**src/rtl/mem_arbiter_if.sv**
```systemverilog
// rtl/mem_arbiter_if.sv - fetch/data requester ports and memory backend port of the arbiter
interface mem_arbiter_if;
  logic        if_req_i;
  logic [31:0] if_addr_i;
  logic        if_ready_o;
  logic [31:0] if_rdata_o;
  logic        dm_req_i;
  logic        dm_we_i;
  logic [31:0] dm_addr_i;
  logic [31:0] dm_wdata_i;
  logic        dm_ready_o;
  logic [31:0] dm_rdata_o;
  logic        err_o;
  logic        mem_req_o;
  logic        mem_we_o;
  logic [31:0] mem_addr_o;
  logic [31:0] mem_wdata_o;
  logic        mem_ack_i;
  logic [31:0] mem_rdata_i;
  logic        stall_o;

  modport slave (
    input  if_req_i, if_addr_i, dm_req_i, dm_we_i, dm_addr_i, dm_wdata_i,
           mem_ack_i, mem_rdata_i,
    output if_ready_o, if_rdata_o, dm_ready_o, dm_rdata_o, err_o,
           mem_req_o, mem_we_o, mem_addr_o, mem_wdata_o, stall_o
  );

  modport master (
    output if_req_i, if_addr_i, dm_req_i, dm_we_i, dm_addr_i, dm_wdata_i,
           mem_ack_i, mem_rdata_i,
    input  if_ready_o, if_rdata_o, dm_ready_o, dm_rdata_o, err_o,
           mem_req_o, mem_we_o, mem_addr_o, mem_wdata_o, stall_o
  );
endinterface

```
**src/rtl/mem_arbiter.sv**
```systemverilog
// rtl/mem_arbiter.sv - IF/DM arbiter onto one variable-latency memory, data priority with fetch anti-starvation
module mem_arbiter #(
  parameter int unsigned MAX_DATA_STREAK = 4
) (
  input  logic          clk_i,
  input  logic          rst_i,
  mem_arbiter_if.slave  bus
);

  typedef enum logic [1:0] {IDLE, BUSY, RESP} state_e;

  localparam logic [3:0] STREAK_MAX = 4'(MAX_DATA_STREAK);

  state_e      state_q, state_d;
  logic        owner_dm_q, owner_dm_d;
  logic [3:0]  streak_q, streak_d;
  logic [31:0] addr_q, addr_d;
  logic        we_q, we_d;
  logic [31:0] wdata_q, wdata_d;
  logic [31:0] rdata_q, rdata_d;
  logic        err_q, err_d;

  logic        dm_wins;
  logic [31:0] win_addr;

  // Data wins unless a pending fetch has already watched MAX_DATA_STREAK data grants go by.
  assign dm_wins  = bus.dm_req_i && !(bus.if_req_i && (streak_q == STREAK_MAX));
  assign win_addr = dm_wins ? bus.dm_addr_i : bus.if_addr_i;

  always_ff @(posedge clk_i or posedge rst_i) begin
    if (rst_i) begin
      state_q    <= IDLE;
      owner_dm_q <= 1'b0;
      streak_q   <= 4'd0;
      addr_q     <= 32'd0;
      we_q       <= 1'b0;
      wdata_q    <= 32'd0;
      rdata_q    <= 32'd0;
      err_q      <= 1'b0;
    end else begin
      state_q    <= state_d;
      owner_dm_q <= owner_dm_d;
      streak_q   <= streak_d;
      addr_q     <= addr_d;
      we_q       <= we_d;
      wdata_q    <= wdata_d;
      rdata_q    <= rdata_d;
      err_q      <= err_d;
    end
  end

  always_comb begin
    state_d    = state_q;
    owner_dm_d = owner_dm_q;
    streak_d   = streak_q;
    addr_d     = addr_q;
    we_d       = we_q;
    wdata_d    = wdata_q;
    rdata_d    = rdata_q;
    err_d      = err_q;

    unique case (state_q)
      IDLE: begin
        if (bus.if_req_i || bus.dm_req_i) begin
          owner_dm_d = dm_wins;
          addr_d     = win_addr;
          if (dm_wins) begin
            we_d    = bus.dm_we_i;
            wdata_d = bus.dm_wdata_i;
            if (bus.if_req_i)
              streak_d = (streak_q == STREAK_MAX) ? streak_q : streak_q + 4'd1;
            else
              streak_d = 4'd0;
          end else begin
            we_d     = 1'b0;
            wdata_d  = 32'd0;
            streak_d = 4'd0;
          end
          // Misaligned accesses never reach the backend; they complete with an error.
          if (win_addr[1:0] != 2'b00) begin
            err_d   = 1'b1;
            rdata_d = 32'd0;
            state_d = RESP;
          end else begin
            state_d = BUSY;
          end
        end
      end
      BUSY: begin
        if (bus.mem_ack_i) begin
          rdata_d = we_q ? 32'd0 : bus.mem_rdata_i;
          err_d   = 1'b0;
          state_d = RESP;
        end
      end
      RESP: begin
        state_d = IDLE;
      end
      default: begin
        state_d = IDLE;
      end
    endcase
  end

  assign bus.mem_req_o   = (state_q == BUSY);
  assign bus.mem_we_o    = we_q;
  assign bus.mem_addr_o  = addr_q;
  assign bus.mem_wdata_o = wdata_q;
  assign bus.if_ready_o  = (state_q == RESP) && !owner_dm_q;
  assign bus.dm_ready_o  = (state_q == RESP) && owner_dm_q;
  assign bus.if_rdata_o  = rdata_q;
  assign bus.dm_rdata_o  = rdata_q;
  assign bus.err_o       = err_q;
  assign bus.stall_o     = (bus.if_req_i && !bus.if_ready_o) || (bus.dm_req_i && !bus.dm_ready_o);

endmodule

```
**src/flat_wrapper.sv**
```systemverilog
// flat-port wrapper written by rule: the top's interface ports become plain ports
module mem_arbiter_flat 
#(
  parameter int unsigned MAX_DATA_STREAK = 4
)
  (clk_i, rst_i, bus_if_req_i, bus_if_addr_i, bus_dm_req_i, bus_dm_we_i, bus_dm_addr_i, bus_dm_wdata_i, bus_mem_ack_i, bus_mem_rdata_i, bus_if_ready_o, bus_if_rdata_o, bus_dm_ready_o, bus_dm_rdata_o, bus_err_o, bus_mem_req_o, bus_mem_we_o, bus_mem_addr_o, bus_mem_wdata_o, bus_stall_o);
  mem_arbiter_if bus_i ();
  input  logic clk_i;
  input  logic rst_i;
  input wire logic [$bits(bus_i.if_req_i)-1:0] bus_if_req_i;
  input wire logic [$bits(bus_i.if_addr_i)-1:0] bus_if_addr_i;
  input wire logic [$bits(bus_i.dm_req_i)-1:0] bus_dm_req_i;
  input wire logic [$bits(bus_i.dm_we_i)-1:0] bus_dm_we_i;
  input wire logic [$bits(bus_i.dm_addr_i)-1:0] bus_dm_addr_i;
  input wire logic [$bits(bus_i.dm_wdata_i)-1:0] bus_dm_wdata_i;
  input wire logic [$bits(bus_i.mem_ack_i)-1:0] bus_mem_ack_i;
  input wire logic [$bits(bus_i.mem_rdata_i)-1:0] bus_mem_rdata_i;
  output wire logic [$bits(bus_i.if_ready_o)-1:0] bus_if_ready_o;
  output wire logic [$bits(bus_i.if_rdata_o)-1:0] bus_if_rdata_o;
  output wire logic [$bits(bus_i.dm_ready_o)-1:0] bus_dm_ready_o;
  output wire logic [$bits(bus_i.dm_rdata_o)-1:0] bus_dm_rdata_o;
  output wire logic [$bits(bus_i.err_o)-1:0] bus_err_o;
  output wire logic [$bits(bus_i.mem_req_o)-1:0] bus_mem_req_o;
  output wire logic [$bits(bus_i.mem_we_o)-1:0] bus_mem_we_o;
  output wire logic [$bits(bus_i.mem_addr_o)-1:0] bus_mem_addr_o;
  output wire logic [$bits(bus_i.mem_wdata_o)-1:0] bus_mem_wdata_o;
  output wire logic [$bits(bus_i.stall_o)-1:0] bus_stall_o;
  assign bus_i.if_req_i = bus_if_req_i;
  assign bus_i.if_addr_i = bus_if_addr_i;
  assign bus_i.dm_req_i = bus_dm_req_i;
  assign bus_i.dm_we_i = bus_dm_we_i;
  assign bus_i.dm_addr_i = bus_dm_addr_i;
  assign bus_i.dm_wdata_i = bus_dm_wdata_i;
  assign bus_i.mem_ack_i = bus_mem_ack_i;
  assign bus_i.mem_rdata_i = bus_mem_rdata_i;
  assign bus_if_ready_o = bus_i.if_ready_o;
  assign bus_if_rdata_o = bus_i.if_rdata_o;
  assign bus_dm_ready_o = bus_i.dm_ready_o;
  assign bus_dm_rdata_o = bus_i.dm_rdata_o;
  assign bus_err_o = bus_i.err_o;
  assign bus_mem_req_o = bus_i.mem_req_o;
  assign bus_mem_we_o = bus_i.mem_we_o;
  assign bus_mem_addr_o = bus_i.mem_addr_o;
  assign bus_mem_wdata_o = bus_i.mem_wdata_o;
  assign bus_stall_o = bus_i.stall_o;
  mem_arbiter #(.MAX_DATA_STREAK(MAX_DATA_STREAK)) u_core (.clk_i(clk_i), .rst_i(rst_i), .bus(bus_i));
endmodule
```
**config.mk**
```make
export PLATFORM = sky130hd
export DESIGN_NAME = mem_arbiter_flat
export DESIGN_NICKNAME = d
export VERILOG_FILES = /design/src/rtl/mem_arbiter_if.sv /design/src/rtl/mem_arbiter.sv /design/src/flat_wrapper.sv
export SDC_FILE = /design/constraint.sdc
export NUM_CORES = 1
export LEC_CHECK = 0
export CORE_ASPECT_RATIO = 1.4
export CORE_MARGIN = 2
export CORE_UTILIZATION = 25
export DETAILED_ROUTE_END_ITERATION = 6
export PLACE_DENSITY = 0.7
export SLEW_MARGIN = 25
export SYNTH_ARGS = -nofsm -noshare
export SYNTH_HDL_FRONTEND = slang
export SYNTH_SLANG_ARGS = --single-unit
```
**constraint.sdc**
```tcl
create_clock -name clk_i -period 3.5 [get_ports clk_i]
set_input_delay 0.875 -clock clk_i [delete_from_list [all_inputs] [get_ports clk_i]]
set_output_delay 0.875 -clock clk_i [all_outputs]
set_load 0.01 [all_outputs]
```
Yosys cells after proc, flatten, opt, wreduce, memory -nomap -nowiden
Cells that the tools add are included.
- mux-type cells: 19
- equality and inequality tests: 7
- reductions and logical operators: 19
- add/sub/neg operators: 1
- operator list (kind ; count):
    32-bit two-way mux ; 6
    32-bit one-hot mux with 2 select lines ; 1
    4-bit two-way mux ; 3
    1-bit logical AND ; 6
    2-bit two-way mux ; 3
    4-bit by 1-bit adder with 4-bit output, second input constant ; 1
    4-bit by 3-bit equality test with 1-bit output, second input constant ; 1
    1-bit zero test ; 4
    1-bit two-way mux ; 4
    2-bit by 1-bit inequality test with 1-bit output, second input constant ; 2
    2-bit one-hot mux with 2 select lines ; 1
    2-bit AND reduction ; 2
    4-bit AND reduction ; 1
    2-bit nonzero test ; 2
    3-bit inequality test, second input constant ; 1
    3-bit AND reduction ; 1
    2-bit by 1-bit equality test with 1-bit output, second input constant ; 1
    2-bit equality test, second input constant ; 1
    2-bit zero test ; 1
    1-bit logical OR ; 2
    2-bit inequality test, second input constant ; 1
    1-bit one-hot mux with 2 select lines ; 1
- flip-flop bits (word level): 105
- output and inout port bits: 134
- word-level logic and storage cells: 54
- bits of input ports: 134

Depth between registers and ports, before layout
- depth in word-level cells: 9
- depth in mapped cells: 8
- gate-level depth less buffers: 6

Least setup slack after synthesis
No wires, ideal clock.
- kind: input to register
- start: input port bus_if_req_i
- end: register u_core.rdata_q[10], in the netlist u_core.bus.dm_rdata_o[10]
- library setup time: 0.121 ns
- arrival: 2.078 ns
- buffers on the path: 3
- slack: 1.301 ns
- cell stages on the path: 7
- cell sequence: buf_4 > nand4b_2 > and2_1 > a211o_1 > buf_4 > buf_6 > a22o_1
- longest elaborated chain between the ends: 7
- elaborated cells on any way between the ends: 9
- ends and longest elaborated chain (item ; RTL line ; RTL):
    start, declared ; flat_wrapper.sv:10 ; input wire logic [$bits(bus_i.if_req_i)-1:0] bus_if_req_i;
    1-bit logical AND ; mem_arbiter.sv:27 ; assign dm_wins = bus.dm_req_i && !(bus.if_req_i && (streak_q == STREAK_MAX));
    1-bit zero test ; mem_arbiter.sv:27 ;
    1-bit logical AND ; mem_arbiter.sv:27 ;
    32-bit two-way mux ; mem_arbiter.sv:28 ; assign win_addr = dm_wins ? bus.dm_addr_i : bus.if_addr_i;
    2-bit nonzero test ; mem_arbiter.sv:80 ; if (win_addr[1:0] != 2'b00) begin
    2-bit by 1-bit inequality test with 1-bit output (no line) ; n/a ;
    4-bit AND reduction (no line) * ; n/a ;
    end signal, assigned ; mem_arbiter.sv:47 ; rdata_q <= rdata_d;
    end, declared ; mem_arbiter.sv:20 ; logic [31:0] rdata_q, rdata_d;
Every way passes the cells marked *; elsewhere a longest branch is shown, timed or not.
A chain may end at the register's enable or synchronous reset.

Worst setup path in the final report
- start: input port bus_if_req_i
- end: output port bus_stall_o
- longest elaborated chain between the ends: 2
- ends and longest elaborated chain (item ; RTL line ; RTL):
    1-bit logical AND ; mem_arbiter.sv:114 ; assign bus.stall_o = (bus.if_req_i && !bus.if_ready_o) || (bus.dm_req_i && !bus.dm_ready_o);
    1-bit logical OR ; mem_arbiter.sv:114 ;
    end, declared ; flat_wrapper.sv:27 ; output wire logic [$bits(bus_i.stall_o)-1:0] bus_stall_o;
No other way between the ends.

==> metrics.txt <==
# TYPE chip_impl_metric gauge
chip_impl_info{name="outcome",value="finished clean"} 1
chip_impl_metric{name="drc",unit=""} 0
chip_impl_metric{name="final-setup-viol-count",unit=""} 0
chip_impl_metric{name="fin_setup_tns",unit="ns"} 0
chip_impl_metric{name="place_inst",unit=""} 821
chip_impl_metric{name="place_congestion",unit=""} 0.7799
chip_impl_info{name="unrepaired_setup_endpoints_after_global_routing",value="false"} 1
chip_impl_metric{name="cts_hold_repair.buffers",unit=""} 0
chip_impl_metric{name="die_w",unit="um"} 116.9
chip_impl_metric{name="pwr_density_cell",unit="nW/um^2"} 582.3
chip_impl_info{name="layout_common_cells",value="clkdlybuf4s50_1 (267), dfrtp_1 (105), a22o_1 (65)"} 1
chip_impl_metric{name="grt_use_total",unit="%"} 13.72
chip_impl_metric{name="dr_total_vias",unit=""} 3696
chip_impl_metric{name="slew_viol_final",unit=""} 0
chip_impl_metric{name="detail_route.wirelength",unit="um"} 13320
chip_impl_metric{name="yosys.cell_types.count",unit=""} 30
chip_impl_metric{name="grt_pass1_wl",unit="um"} 20480
chip_impl_metric{name="clkSinkCount",unit=""} 105
chip_impl_info{name="worst_r2r_endpoint",value="u_core.bus.dm_rdata_o[17]"} 1
chip_impl_metric{name="slew_worst_pin",unit="ns"} 0.6618
chip_impl_metric{name="dieArea",unit="um^2"} 18940
chip_impl_metric{name="floorplan.io_pins",unit=""} 268
chip_impl_metric{name="cts_htree_levels",unit=""} 3
chip_impl_metric{name="internal_power",unit="W"} 0.002964
chip_impl_metric{name="clock_tree.buffer_depth",unit=""} 2
chip_impl_info{name="endpoint_kind",value="output pin"} 1
chip_impl_metric{name="die_height",unit="um"} 162.0
chip_impl_metric{name="maximum_number_of_pins_on_one_net_before_global_route_repair",unit=""} 106
chip_impl_metric{name="netSwitchingFraction",unit="%"} 31.66
chip_impl_info{name="critPathLaunchType",value="primary input"} 1
chip_impl_metric{name="finClkSkew",unit="ns"} 0.009548
chip_impl_metric{name="overflow",unit=""} 0
chip_impl_metric{name="syn-num-nets",unit=""} 505
chip_impl_info{name="hold_end",value="u_core.bus.mem_addr_o[7]"} 1
chip_impl_metric{name="drt-initial-drc-count",unit=""} 66
chip_impl_info{name="clk_root_buffer_cell",value="clkbuf_16"} 1
chip_impl_metric{name="drv_cap",unit=""} 0
chip_impl_info{name="worstHoldStart",value="u_core.bus.mem_addr_o[7]"} 1
chip_impl_metric{name="post-cts-setup-buffer-count",unit=""} 0
chip_impl_metric{name="timing.max_slew.rel_slack",unit="%"} 55.88
chip_impl_metric{name="final_cell_count_no_fill",unit=""} 837
chip_impl_metric{name="reg2reg_setup_slack",unit="ns"} 1.45
chip_impl_metric{name="yosys_warnings",unit=""} 0
chip_impl_info{name="setup.worst_path.class",value="in2out"} 1
chip_impl_metric{name="synth_seq_cells",unit=""} 105
chip_impl_metric{name="syn-cell-area",unit="um^2"} 4461
chip_impl_metric{name="fmaxAchievable",unit="GHz"} 0.3310
chip_impl_metric{name="diodes",unit=""} 0
chip_impl_metric{name="floorplan.rows",unit=""} 57
chip_impl_metric{name="post_layout_nets",unit=""} 732
chip_impl_metric{name="min_period_over_period",unit="%"} 86.31
chip_impl_metric{name="synthesis.area_per_instance",unit="um^2"} 12.09
chip_impl_metric{name="p_leak",unit="nW"} 3.232
chip_impl_metric{name="drive_above_1_share",unit="%"} 5.158
chip_impl_metric{name="combPwrFrac",unit="%"} 37.0
chip_impl_info{name="synthTopCellsByArea",value="dfrtp_1 (59%), a22o_1 (13%), mux2i_1 (7.4%), buf_4 (5.7%), o21ai_0 (3.8%)"} 1
chip_impl_metric{name="initial_utilization",unit="%"} 25.63
chip_impl_metric{name="power.clock.fraction",unit="%"} 23.1
chip_impl_metric{name="syn_to_final_growth",unit="%"} 66.98
chip_impl_metric{name="power.switching",unit="W"} 0.001373
chip_impl_metric{name="initial_antenna_violation_count",unit=""} 0
chip_impl_metric{name="share_of_synthesized_area_occupied_by_flip_flops_and_latches",unit="%"} 58.91
chip_impl_info{name="regToRegStartpoint",value="u_core.streak_q[0]"} 1
chip_impl_metric{name="total_power",unit="W"} 0.004337
chip_impl_metric{name="post-route-min-period",unit="ns"} 3.021
chip_impl_metric{name="worstSkewPairLatency",unit="ns"} 0.34
chip_impl_info{name="post-synth-top-area-cell",value="dfrtp_1"} 1
chip_impl_info{name="final_common_cell",value="clkdlybuf4s50_1"} 1
chip_impl_metric{name="tritoncts.num_buffers",unit=""} 9
chip_impl_metric{name="r2r_cells",unit=""} 7
chip_impl_metric{name="holdPathStages",unit=""} 2
chip_impl_metric{name="worst_hold_slack",unit="ns"} 0.4803
chip_impl_info{name="hold_crit_class",value="reg2reg"} 1
chip_impl_metric{name="grt_pass1_vias",unit=""} 3964
chip_impl_metric{name="synthDominantCellAreaShare",unit="%"} 58.91
chip_impl_metric{name="critPathMaxFanout",unit=""} 2
chip_impl_metric{name="final_util",unit="%"} 42.80
chip_impl_metric{name="via_per_instance_ratio",unit=""} 4.416
chip_impl_metric{name="avgRoutedWirePerCell",unit="um"} 15.91
chip_impl_metric{name="place_hpwl",unit="um"} 10010
chip_impl_metric{name="worst-endpoint-arrival",unit="ns"} 2.15
chip_impl_metric{name="core",unit="um^2"} 17400
chip_impl_metric{name="ir_worst_vdd",unit="mV"} 0.2678
chip_impl_metric{name="drtPass1Iterations",unit=""} 4
chip_impl_metric{name="drt.antenna.violating_nets",unit=""} 0
chip_impl_metric{name="report.final.hold_viol_count",unit=""} 0
chip_impl_metric{name="worst_ep_required_time",unit="ns"} 2.62
chip_impl_metric{name="cts_resized",unit=""} 0
chip_impl_metric{name="post_synthesis_cell_count",unit=""} 369
chip_impl_metric{name="place.port_buffers",unit=""} 267
chip_impl_info{name="cts_tree",value="yes"} 1
chip_impl_metric{name="seq_power_share",unit="%"} 39.9
chip_impl_metric{name="clkSlewWorstSetupHoldPaths",unit="ns"} 0.08
## power by group through the flow
| stage | sequential [W] | combinational (W) | clock [W] |
|---|---|---|---|
| after floorplan | 0.00186 | 0.000558 | 0 |
| after global placement | 0.00174 | 0.00160 | 0 |
| after detailed placement | 0.00175 | 0.00163 | 0 |
| after CTS | 0.00173 | 0.00163 | 0.00105 |
| after global routing | 0.00177 | 0.00173 | 0.00110 |
| final | 0.00173 | 0.00161 | 0.00100 |
## synthesized netlist by cell type
| cell type | instances |
|---|---|
| mux2i_1 | 33 |
| ha_1 | 2 |
| inv_1 | 9 |
| dfrtp_1 | 105 |
| buf_4 | 34 |
| and3_1 | 1 |
| nor3_1 | 2 |
| and2_1 | 1 |
| a32o_1 | 3 |
| o21ai_0 | 34 |
| and3b_1 | 1 |
| a22o_1 | 65 |
| a221oi_1 | 1 |
| nand3_1 | 1 |
| a2111oi_2 | 1 |
| a21oi_1 | 1 |
| or4_1 | 1 |
| a21boi_0 | 1 |
| a211o_1 | 2 |
| buf_2 | 7 |
| nand4b_2 | 1 |
| buf_1 | 7 |
| nand2_1 | 39 |
| buf_6 | 3 |
| nor2_1 | 2 |
| clkbuf_1 | 8 |
| nor3b_1 | 1 |
| nor2b_1 | 1 |
| o22ai_1 | 1 |
| a21o_1 | 1 |
## worst max path at each step
stage | to | start | cells past startpoint | slack (ns)
2_1_floorplan | u_core.bus.dm_rdata_o[10] | bus_if_req_i | 7 | 1.30
3_3_place_gp | bus_stall_o | bus_if_req_i | 4 | 0.51
3_5_place_dp | bus_stall_o | bus_if_req_i | 4 | 0.49
4_1_cts | bus_stall_o | bus_if_req_i | 4 | 0.48
5_1_grt | bus_stall_o | bus_if_req_i | 4 | 0.43
6_report | bus_stall_o | bus_if_req_i | 4 | 0.48
## critical path, stage by stage
cell and delay, ns:
clkdlybuf4s50_1 0.50, inv_1 0.05, o22ai_1 0.16, clkdlybuf4s50_1 0.56
## logic make-up after synthesis
logic type | Yosys count | share of synthesized area, %
compound gates | 110 | 18.77
flops | 105 | 58.91
buf+inv | 68 | 9.285
simple gates | 51 | 5.077
mux | 33 | 7.405
fa+ha+maj | 2 | 0.5609
## area by class of cell
cell class,count,area [um^2]
clock buffer,9,225.2
clock inverter,7,68.82
fill,1699,9953
inverter,9,37.54
multi-input combinational,196,1436
sequential,105,2628
tap,236,295.3
timing repair buffer,275,2758
## per-stage QoR
stage          instance area, um^2  setup slack, ns
6_report                      7448           0.4792
5_1_grt                       7448           0.4275
4_1_cts                       7448           0.4767
3_5_place_dp                  7154           0.4908
3_3_place_gp                  7153           0.5080
2_1_floorplan                 4464            1.301
## per-layer routing
metal  global-route usage, %  share of wire, %  up-vias
met4                   5.294               2.5        0
met5                       0                 0        -
met3                   3.396               6.0       21
met1                   15.61                38     1789
li1                        -                 -     1744
met2                   24.36                53      142
## state kept, by name, indices dropped and copies added (netlist names)
signal,count
u_core.streak_q,4
u_core.bus.dm_rdata_o,32
u_core.bus.mem_addr_o,32
u_core.bus.mem_wdata_o,32
u_core.state_q,2
u_core.bus.mem_we_o,1
u_core.owner_dm_q,1
u_core.bus.err_o,1
Note: power is estimated with default switching activity, not from simulation.
